$ cat src/rtl/serial_ineq_sequencer.sv
// rtl/serial_ineq_sequencer.sv - bit-serial inequality comparator with start/busy/done handshake
// Optional macro SERIAL_INEQ_EARLY_EXIT_EN: finish the scan on the first differing bit.
module serial_ineq_sequencer #(
  parameter int WIDTH = 5,
  localparam int IDXW = $clog2(WIDTH)
) (
  input  logic             clk,
  input  logic             rst_n,
  input  logic             start,
  input  logic [WIDTH-1:0] a,
  input  logic [WIDTH-1:0] b,
  output logic             busy,
  output logic             done,
  output logic             not_equal,
  output logic [IDXW-1:0]  diff_idx
);

  localparam logic [1:0] S_IDLE = 2'd0;
  localparam logic [1:0] S_SCAN = 2'd1;
  localparam logic [1:0] S_DONE = 2'd2;
  localparam logic [IDXW-1:0] LAST_IDX = IDXW'(WIDTH - 1);

  logic [1:0]       r_state;
  logic [WIDTH-1:0] r_op_a;
  logic [WIDTH-1:0] r_op_b;
  logic [IDXW-1:0]  r_idx;
  logic             r_busy;
  logic             r_done;
  logic             r_not_equal;
  logic [IDXW-1:0]  r_diff_idx;

  logic w_bit_diff;
  logic w_last;

  // The single shared comparator: one XOR on the currently selected bit pair.
  assign w_bit_diff = r_op_a[r_idx] ^ r_op_b[r_idx];

`ifdef SERIAL_INEQ_EARLY_EXIT_EN
  assign w_last = (r_idx == LAST_IDX) | (w_bit_diff & ~r_not_equal);
`else
  assign w_last = (r_idx == LAST_IDX);
`endif

  always_ff @(posedge clk) begin
    if (!rst_n) begin
      r_state     <= S_IDLE;
      r_op_a      <= '0;
      r_op_b      <= '0;
      r_idx       <= '0;
      r_busy      <= 1'b0;
      r_done      <= 1'b0;
      r_not_equal <= 1'b0;
      r_diff_idx  <= '0;
    end else begin
      case (r_state)
        S_IDLE: begin
          r_done <= 1'b0;
          if (start) begin
            r_op_a      <= a;
            r_op_b      <= b;
            r_idx       <= '0;
            r_not_equal <= 1'b0;
            r_diff_idx  <= '0;
            r_busy      <= 1'b1;
            r_state     <= S_SCAN;
          end
        end
        S_SCAN: begin
          // not_equal doubles as the mismatch flag, so only the lowest index sticks.
          if (w_bit_diff && !r_not_equal) begin
            r_not_equal <= 1'b1;
            r_diff_idx  <= r_idx;
          end
          if (w_last) begin
            r_busy  <= 1'b0;
            r_done  <= 1'b1;
            r_state <= S_DONE;
          end else begin
            r_idx <= r_idx + 1'b1;
          end
        end
        S_DONE: begin
          r_done  <= 1'b0;
          r_state <= S_IDLE;
        end
        default: begin
          r_busy  <= 1'b0;
          r_done  <= 1'b0;
          r_state <= S_IDLE;
        end
      endcase
    end
  end

  assign busy      = r_busy;
  assign done      = r_done;
  assign not_equal = r_not_equal;
  assign diff_idx  = r_diff_idx;

endmodule

$ cat config.mk
export PLATFORM = sky130hd
export DESIGN_NAME = serial_ineq_sequencer
export DESIGN_NICKNAME = d
export VERILOG_FILES = /design/src/rtl/serial_ineq_sequencer.sv
export SDC_FILE = /design/constraint.sdc
export NUM_CORES = 1
export LEC_CHECK = 0
export CAP_MARGIN = 40
export CORE_MARGIN = 2
export CORE_UTILIZATION = 28
export DETAILED_ROUTE_END_ITERATION = 7
export SYNTH_ARGS = -nofsm -noshare
export SYNTH_HDL_FRONTEND = slang
export SYNTH_SLANG_ARGS = --single-unit
$ cat constraint.sdc
create_clock -name clk -period 2.6 [get_ports clk]
set_input_delay 0.52 -clock clk [delete_from_list [all_inputs] [get_ports clk]]
set_output_delay 0.52 -clock clk [all_outputs]
set_load 0.005 [all_outputs]
== Yosys cells after proc, flatten, opt, wreduce, memory -nomap -nowiden ==
Cells that the tools add are included.
W data, S select, Z words.

* Input port bits: 13
* Output and inout port bits: 6
* Register bits after elaboration: 21

* Order comparisons: 1
* Multiplexer cells: 18
* $add $sub $neg: 1
* Equal/unequal tests: 7
* Bitwise operators: 2
* Reductions and logical operators: 10

{| class="wikitable"
|+ Operators by type and width
! operator !! count
|-
| $pmux W3 S2 || 2
|-
| $mux W3 || 3
|-
| $reduce_and A3 Y1 || 3
|-
| $ne A2 B2 Y1 const B || 4
|-
| $bmux W1 S3 || 2
|-
| $mux W1 || 6
|-
| $reduce_and A2 Y1 || 3
|-
| $lt A3 B4 Y1 const B || 1
|-
| $mux W2 || 2
|-
| $pmux W2 S2 || 1
|-
| $add A3 B1 Y3 const B || 1
|-
| $eq A3 B3 Y1 const B || 1
|-
| $pmux W1 S3 || 1
|-
| $eq A2 B1 Y1 const B || 1
|-
| $eq A2 B2 Y1 const B || 1
|-
| $logic_not A2 Y1 || 1
|-
| $pmux W1 S2 || 1
|-
| $reduce_bool A2 Y1 || 1
|-
| $logic_and A1 B1 Y1 || 1
|-
| $logic_not A1 Y1 || 1
|-
| $not A1 Y1 || 1
|-
| $xor A1 B1 Y1 || 1
|}

== Depth between registers and ports, before layout ==
Gate-level depths: netlist (run 1).

* Word-level depth: 6
* Mapped depth: 6
* Mapped depth without buffers: 6

== Worst setup path after synthesis (run 1) ==
No wires, ideal clock.

* Kind: register -> register
* Start: register r_state[0]
* End: register r_diff_idx[1] (netlist: diff_idx[1])
* Path buffers: 0
* Arrival time: 1,234 ps
* Slack: 1,249 ps
* Stages on the path, launching flop included: 5
* Cell sequence: dfxtp_1 -> or3b_1 -> a221oi_2 -> o211ai_2 -> o2bb2ai_1

* Longest elaborated chain between the ends: 3

{| class="wikitable"
|+ Ends and longest elaborated chain
! what !! RTL line !! RTL
|-
| from (decl) || 23 || <nowiki>logic [1:0] r_state;</nowiki>
|-
| from (signal assigned) || 46 || <nowiki>r_state <= S_IDLE;</nowiki>
|-
| from (signal assigned) || 65 || <nowiki>r_state <= S_SCAN;</nowiki>
|-
| from (signal assigned) || 77 || <nowiki>r_state <= S_DONE;</nowiki>
|-
| $eq A2 B1 Y1 or $logic_not A2 Y1 (tied branches) || 55 || <nowiki>case (r_state)</nowiki>
|-
| $ne A2 B2 Y1 (no source line) or $reduce_bool A2 Y1 (tied branches) || -- ||
|-
| $reduce_and A3 Y1 (no source line) || -- ||
|-
| to (signal assigned) || 72 || <nowiki>r_diff_idx <= r_idx;</nowiki>
|-
| to (decl) || 30 || <nowiki>logic [IDXW-1:0] r_diff_idx;</nowiki>
|}

Parallel ways exist; a longest one is shown, timed or not.
A chain may end at the register's enable or synchronous reset.

== Worst setup path in the final report (run 1) ==
* Start: register r_busy (netlist: busy)
* End: output busy

{| class="wikitable"
|+ RTL lines
! what !! RTL line !! RTL
|-
| from (decl) || 27 || <nowiki>logic r_busy;</nowiki>
|-
| from (signal assigned) || 50 || <nowiki>r_busy <= 1'b0;</nowiki>
|-
| from (signal assigned) || 64 || <nowiki>r_busy <= 1'b1;</nowiki>
|-
| from (signal assigned) || 75 || <nowiki>r_busy <= 1'b0;</nowiki>
|-
| to (decl) || 12 || <nowiki>output logic busy,</nowiki>
|}

No word-level cell between the ends.

==> metrics.txt, run 1 <==
Final Critical Period 1.68 ns; total CTS buffers 3; CP Data Required Time 2.08 ns; Setup Skew 0.00347 ns; routed len/inst just over 10 um; P_int 441 uW; Avg Cell Area, Syn 8.52 sq um; fin crit share 64.8%; Critical Path End busy; All-Layer GR Usage 9.92%; Chip Width 62.1 um; RSZ-0062 raised after global routing false; GP Congestion ~0.76; sequential power share between 50% and 60%; f_max 0.594 GHz; vias post-DR 747; XOR/XNOR Fraction of Synth Area 6.48%; final setup vio count 0; run status complete, no violations; Syn Std Cell Area 946 sq um; critical path class flip-flop to primary output; Max Cap Viol 0; Register Area 420 sq um; share of cells above drive strength 1 roughly 4.7%; Hold Crit Start not_equal; total power 586 uW; Multi-input gate area 495 sq um; sw frac 24.7%; register clock-pin slew on the reported worst setup and hold paths 0.11 ns; Switching Power 145 uW; Max stage delay on crit path 0.50 ns; Crit path max-delay family buffers and inverters; Mapped Nets 126; Clock Path Buffers 2; post-cts sizing count 0; DP Worst Slack a little over 0.7 ns; CP Cell Sequence clkdlybuf4s50_1; row cnt 21; Compound-Gate Fraction of Synth Area ~18%; Hold Path Class flip-flop to flip-flop; synth unique cells 25; area grow syn2layout 25.9%; total gr overflow 0; clk_lat worst skew 0.30 ns; largest net degree at the start of global routing 23; cell leakage power 0.000436 uW; Post-CTS Hold Buffers 0; combinational group share of total power about 14%; die footprint 0.00386 sq mm; Vias/cell 4.29; antenna viol nets, final 0; IO buf count 18; ant diodes 0; most frequent cells in the layout 30 x nand2_1, 21 x dfxtp_1, 18 x clkdlybuf4s50_1; element type at the critical path start flip-flop; Post-Synth Adder-Cell Area 2.65%; CP max-delay cell clkdlybuf4s50_1; P per Cell Area 492 mW/mm^2; I/O pin cnt 19; CTS HTree Levels 1; Critical Path End Type primary output; RR Startpoint r_state[0]; placed cell count 170; worst reg2reg setup slack roughly 1.1 ns; Ys Warns 0; Die Y 62.1 um; Final HPWL DP 1.31 mm; register area share after synthesis 44.4%; initial antenna violation count 0; global-route wire length before repair between 3 and 4 mm; Slew Viols, Final 0; worst-case reg-to-reg path depth 4; Post-Route Utilization between 30% and 40%; Setup TNS 0 ns; Critical Path Fanout Max 2; Clock Sink Count 21; post-synthesis mux area share 3.31%; CTS tree yes; launch point of the worst path busy; slew margin rel. 59.0%; area leader, netlist dfxtp_1; ranking of synthesized cells by area dfxtp_1 44%, nand2_1 12%, a21boi_0 9.5%, xnor2_1 5.6%, ha_1 2.6%; Setup Fix Bufs, Post-CTS 0; routed wire length approximately 1.8 mm; first drt pass iteration count 4; Root Buffer clkbuf_4; Synth Area in Simple Gates approximately 22%; most common cell after layout, fill and taps aside nand2_1; Cells after Synth 111; total core area roughly 0.0033 sq mm; CP arrival roughly 1.2 ns; FF-to-FF End diff_idx[0]; actual slew at the worst max-slew pin 0.613 ns; largest family of logic cells by synthesized area simple AND/OR/NAND/NOR gates; Max rail drop VDD 0.000123 V; Clock Power Share a little over a quarter; WP buf/inv 1; vias in the first global route roughly 720; fin nets around 140; Initial Util 28.8%; Yosys top cell area share 44.4%; Worst Setup Slack, final just over 0.9 ns; WP depth 1; flops & latches, synth 21; Final Hold Viols 0; fillers 365; initial DRC count 50; drc violations 0; Finished Layout Cells between 150 and 200
[worst min-delay path by stage]
stage / endpoint / slack (ns) / depth (start not counted)
5_1_grt: r_op_b[4] / 0.52 / 2
3_5_place_dp: done / 0.46 / 2
3_3_place_gp: not_equal / 0.46 / 2
2_1_floorplan: r_op_b[0] / 0.46 / 2
4_1_cts: not_equal / 0.48 / 2
6_report: not_equal / 0.47 / 2
[metal layers]
layer  vias to the layer above  part of all wire (%)  track usage, %
li1                        402                     -               -
met4                         0                   2.4            5.83
met1                       321                    48            12.5
met5                         -                     0               0
met3                         5                   4.4            2.54
met2                        19                    45            15.4
[logic make-up (layout without fill, tap and decap cells)]
| family | count (synthesis) | count (layout) |
|---|---|---|
| AO/OA/AOI/OAI | 22 | 22 |
| multiplexers | 3 | 3 |
| adder cells (fa/ha/maj) | 2 | 2 |
| AND/OR/NAND/NOR | 48 | 48 |
| XOR/XNOR | 7 | 7 |
| buffers and inverters | 8 | 25 |
| flip-flops | 21 | 21 |
[through the flow]
step | hold WS (ns) | area (sq um)
after floorplan | 0.456 | 946
after global placement | 0.456 | 1160
after detailed placement | 0.463 | 1160
after CTS | 0.482 | 1190
after global routing | 0.518 | 1190
final | 0.475 | 1190
[layout make-up]
type                            count  share of cell area (%)
Inverter                            3                   0.945
Tap cell                           46                    4.83
Sequential cell                    21                    35.3
Multi-Input combinational cell     82                    41.6
Timing Repair Buffer               18                    15.1
Clock buffer                        4                    2.21
[power groups by stage]
stage	clock, uW	combinational (uW)	sequential [uW]
global route	180	94.4	349
detailed placement	0	85.4	355
CTS	163	86.0	347
floorplan	0	52.3	352
global placement	0	84.3	354
finish	155	84.6	347
[sequential cells by signal, indices dropped and copies added (netlist names)]
name	cells
r_state	2
r_op_b	5
busy	1
done	1
diff_idx	3
r_idx	3
not_equal	1
r_op_a	5
[synth_stat cells]
library cell / instances
clkbuf_1: 5
xnor2_1: 6
a21boi_0: 12
xor2_1: 1
o21ai_1: 1
dfxtp_1: 21
or3b_1: 1
or2_2: 1
and2_1: 2
o2bb2ai_1: 2
a221oi_2: 1
nor3b_1: 1
nand3_1: 5
mux2_1: 1
o211ai_2: 1
nand2_1: 30
o21ai_0: 2
nor2_1: 5
a21boi_1: 1
mux2i_1: 2
nor2b_1: 1
a21oi_1: 2
and3_1: 2
ha_1: 2
inv_1: 3
Note: power is estimated with default switching activity, not from simulation.
==> run 2: changes to the inputs <==
==> constraint.sdc (replaced) <==
create_clock -name clk -period 1.5 [get_ports clk]
set_input_delay 0.3 -clock clk [delete_from_list [all_inputs] [get_ports clk]]
set_output_delay 0.3 -clock clk [all_outputs]
set_load 0.005 [all_outputs]
==> metrics.txt, run 2 (synthesized netlist as in run 1, its figures left out) <==
fin crit share 96.7%; Final Hold Slack 0.477 ns; routed wire length about 1.8 mm; f_max 0.690 GHz; Switching Power ~260 uW; register clock-pin slew on the reported worst setup and hold paths 0.11 ns; Crit path max-delay family buffers and inverters; design area 0.00128 sq mm; area grow syn2layout 35.1%; CP Cell Sequence clkdlybuf4s50_1; most common cell after layout, fill and taps aside nand2_1; fillers ~340; combinational group share of total power between 15 and 20%; element type at the critical path start flip-flop; final setup vio count 0; slew margin rel. between 80% and 90%; total gr overflow 0; Initial Util between 20% and 30%; Finished Layout Cells 183; worst hold path cell count 2; die footprint 0.00386 sq mm; GP Congestion 0.836; share of cells above drive strength 1 13.9%; first drt pass iteration count 4; Clock Sink Count 21; actual slew at the worst max-slew pin 0.268 ns; Root Buffer clkbuf_4; Clock Path Buffers 2; Multi-input gate area approximately 500 sq um; Die Y around 62 um; CP arrival 1.15 ns; WP buf/inv 1; Vias/cell 4.40; Setup Skew 0.00195 ns; routed len/inst about 10 um; cell leakage power a little under 0.0005 uW; initial antenna violation count 0; initial DRC count 32; drc violations 0; vias post-DR 806; Register Area 423 sq um; Clock Power Share between 20% and 30%; Hold Path End not_equal; most frequent cells in the layout 30 x nand2_1, 19 x dfxtp_1, 18 x clkdlybuf4s50_1; Chip Width 62.1 um; I/O pin cnt 19; sequential power share 57.5%; Setup TNS 0 ns; sw frac approximately 25%; critical path class flip-flop to primary output; vias in the first global route roughly 730; Max rail drop VDD around 0.00029 V; row cnt 21; P per Cell Area 817 mW/mm^2; run status complete, no violations; Hold Path Class flip-flop to flip-flop; Final Critical Period 1.45 ns; Critical Path Fanout Max 3; Max stage delay on crit path 0.49 ns; CP max-delay cell clkdlybuf4s50_1; worst reg2reg setup slack 0.09 ns; P_int 783 uW; Hold Crit Start not_equal; antenna viol nets, final 0; Slew Viols, Final 0; biggest regs r_op_a x5, r_op_b x5; total core area 0.00328 sq mm; All-Layer GR Usage 10.3%; DP Area 0.00124 sq mm; ant diodes 0; worst-case reg-to-reg path depth 4; global-route wire length before repair about 3 mm; Final Hold Viols 0; clk_lat worst skew 0.30 ns; RSZ-0062 raised after global routing false; CP Data Required Time roughly 1.2 ns; IO buf count 18; largest net degree at the start of global routing 13; CTS tree yes; CTS HTree Levels 1; placed cell count 178; Max Cap Viol 0; Final HPWL DP 1.41 mm; Critical Path End Type primary output; fin nets roughly 150; total CTS buffers 3; RR Startpoint not_equal; FF-to-FF End diff_idx[0]; launch point of the worst path not_equal
-- run 2: power groups by stage --
stage / Combinational [uW] / Sequential [uW] / Clock [uW]
floorplan: 90.6 / 611 / 0
global placement: 171 / 611 / 0
detailed placement: 171 / 613 / 0
CTS: 173 / 600 / 284
global route: 195 / 604 / 296
finish: 176 / 600 / 268
-- run 2: per-stage QoR --
step	setup WS, ns	total power (uW)	utilization (%)
floorplan	0.149	702	-
global placement	0.0945	782	37.7
detailed placement	0.0742	784	37.7
CTS	0.00299	1060	38.5
global route	0.0114	1100	38.9
finish	0.0497	1040	38.9
-- run 2: layout make-up --
cell class              instances  area share [%]
clock buffers                   3            1.76
clock inverters                 1           0.392
inverters                       3           0.881
multi-input cells              82            39.0
flip-flops and latches         21            33.1
well taps                      46            4.51
repair buffers                 27            20.4
-- run 2: layer usage --
metal	vias to the layer above	part of all wire, %	routed length (um)	global-route usage (%)
met3	4	4.5	81	2.36
met1	366	44	808	11.8
met4	0	2.7	49	6.67
met5	-	0	0	0
li1	419	-	-	-
met2	17	48	881	17.1
-- run 2: how the worst max path moves through the flow --
stage / endpoint / slack (ns) / cells past startpoint
6_report: not_equal / 0.05 / 1
5_1_grt: diff_idx[0] / 0.01 / 1
4_1_cts: not_equal / 0.003 / 1
3_5_place_dp: r_op_a[2] / 0.07 / 5
3_3_place_gp: r_idx[1] / 0.09 / 5
2_1_floorplan: diff_idx[1] / 0.15 / 4
-- run 2: repair_timing --
| item | 4_1_cts | 5_1_grt |
|---|---|---|
| gates resized for setup | 0 | 3 |
| endpoints found under the setup margin | 0 | 6 |
| hold buffers | 0 | 0 |
| buffers inserted | 0 | 1 |
==> run 3: changes to the inputs <==
--- a/config.mk
+++ b/config.mk
@@ -6,9 +6,12 @@
 export NUM_CORES = 1
 export LEC_CHECK = 0
 export CAP_MARGIN = 40
+export CELL_PAD_IN_SITES_DETAIL_PLACEMENT = 1
+export CELL_PAD_IN_SITES_GLOBAL_PLACEMENT = 1
 export CORE_MARGIN = 2
 export CORE_UTILIZATION = 28
 export DETAILED_ROUTE_END_ITERATION = 7
+export PLACE_DENSITY_LB_ADDON = 0.1
 export SYNTH_ARGS = -nofsm -noshare
 export SYNTH_HDL_FRONTEND = slang
 export SYNTH_SLANG_ARGS = --single-unit
==> metrics.txt, run 3 (synthesized netlist as in run 1, its figures left out) <==
Top Usage Layer GRT met2; fin nets 153; Clock Path Buffers 2; worst-case reg-to-reg path depth 4; initial DRC count 14; fin crit share between 90% and 100%; Hold Path End done; area grow syn2layout 36.8%; CP max-delay cell clkdlybuf4s50_1; Max Cap Viol 0; Hold Path Class flip-flop to flip-flop; Setup Fix Bufs, Post-CTS 0; die footprint 0.00386 sq mm; I/O pin cnt 19; cell leakage power 0.000565 uW; Setup Skew 0.00845 ns; Final Hold Viols 0; Post-CTS Hold Buffers 0; Initial Util 28.8%; f_max around 0.69 GHz; grt met3 use 2.72%; CP Data Required Time 1.20 ns; most common cell after layout, fill and taps aside nand2_1; fillers 410; vias in the first global route 872; Final Hold Slack 0.475 ns; WP depth 1; element type at the critical path start flip-flop; register clock-pin slew on the reported worst setup and hold paths between 0.1 and 0.15 ns; RSZ-0062 raised after global routing false; critical path class flip-flop to primary output; clk_lat worst skew about 0.32 ns; largest net degree at the start of global routing 13; drc violations 0; Critical Path End Type primary output; actual slew at the worst max-slew pin 0.286 ns; Clock Sink Count 21; first drt pass iteration count 2; final setup vio count 0; share of cells above drive strength 1 between 10% and 20%; design area 0.00129 sq mm; most frequent cells in the layout 30 x nand2_1, 14 x clkdlybuf4s50_1, 12 x a21boi_0, 12 x dfxtp_1, 9 x dfxtp_2; Chip Width 62.1 um; CTS HTree Levels 1; total CTS buffers 3; Critical Path Fanout Max 2; CTS tree yes; WP buf/inv 1; Die Y 62.1 um; total gr overflow 0; CP Cell Sequence clkdlybuf4s50_1; DP Area 0.00124 sq mm; FF-to-FF End diff_idx[1]; global-route wire length before repair 4.04 mm; biggest regs r_op_a x5, r_op_b x5; routed len/inst 12.3 um; Root Buffer clkbuf_4; CP arrival 1.14 ns; initial antenna violation count 0; RR Startpoint r_state[1]; routed wire length approximately 2.3 mm; ant diodes 0; GP Congestion 0.775; worst reg2reg setup slack about 0.10 ns; vias post-DR 814; total core area approximately 0.0033 sq mm; P per Cell Area between 800 and 900 mW/mm^2; met1 Use GR between 15 and 20%; slew margin rel. 80.4%; launch point of the worst path busy; Slew Viols, Final 0; IO buf count 18; Max stage delay on crit path approximately 0.5 ns; row cnt 21; met2 GRT Util 21.1%; Final Critical Period 1.44 ns; Post-Route Utilization 39.4%; All-Layer GR Usage 13.2%; Crit path max-delay family buffers and inverters; Final HPWL DP 1.80 mm; Hold Crit Start done; Max rail drop VDD 0.000272 V; worst hold path cell count 2; Setup TNS 0 ns; Vias/cell approximately 4.4; run status complete, no violations; antenna viol nets, final 0
run 3: cell types whose count changed in the layout (fill, tap and decap cells not counted), sizes merged:
cell,change
clkdlybuf4s50,-4
dlymetal6s2s,+4
run 3: cell type report:
cell class	instances	area (sq um)	share of cell area, %
multi-input combinational	82	495	38.3
sequential	21	432	33.4
timing repair buffer	27	270	20.9
tap	46	57.6	4.45
clock buffer	3	22.5	1.74
inverter	3	11.3	0.870
clock inverter	1	5.00	0.387
run 3: where the power goes:
| part | switching (uW) | internal [uW] | total (uW) |
|---|---|---|---|
| combinational | 79.7 | 98.0 | 178 |
| clock | 190 | 99.7 | 289 |
| sequential | 18.2 | 584 | 602 |
run 3: routing by layer:
layer / vias to the layer above / share of wire (%)
li1: 419 / -
met1: 379 / 49
met2: 12 / 47
met3: 4 / 2.9
met4: 0 / 1.5
met5: - / 0
run 3: what timing repair did:
action                                  4_1_cts  5_1_grt
endpoints found under the setup margin        1       12
cloned                                        0        0
pin swaps                                     0        2
resized for setup                             1       12
run 3: worst max-delay path by stage:
stage	to	slack, ns
finish	busy	0.06
global route	diff_idx[0]	0.001
CTS	diff_idx[2]	0.009
detailed placement	r_op_a[0]	0.004
global placement	r_op_b[0]	0.11
floorplan	diff_idx[1]	0.15
run 3: stage by stage:
stage	cells	total power, uW	setup WS (ns)
6_report	183	1070	0.0587
3_5_place_dp	179	796	0.00414
3_3_place_gp	179	790	0.108
5_1_grt	183	1140	0.00126
2_1_floorplan	111	702	0.149
4_1_cts	183	1100	0.00895
run 3: worst reg2reg max path, delay by kind of cell, from the launching register on:
family           cells  cell delay, ns
AO/OA/AOI/OAI        3            0.60
flip-flops           1            0.34
AND/OR/NAND/NOR      1            0.38
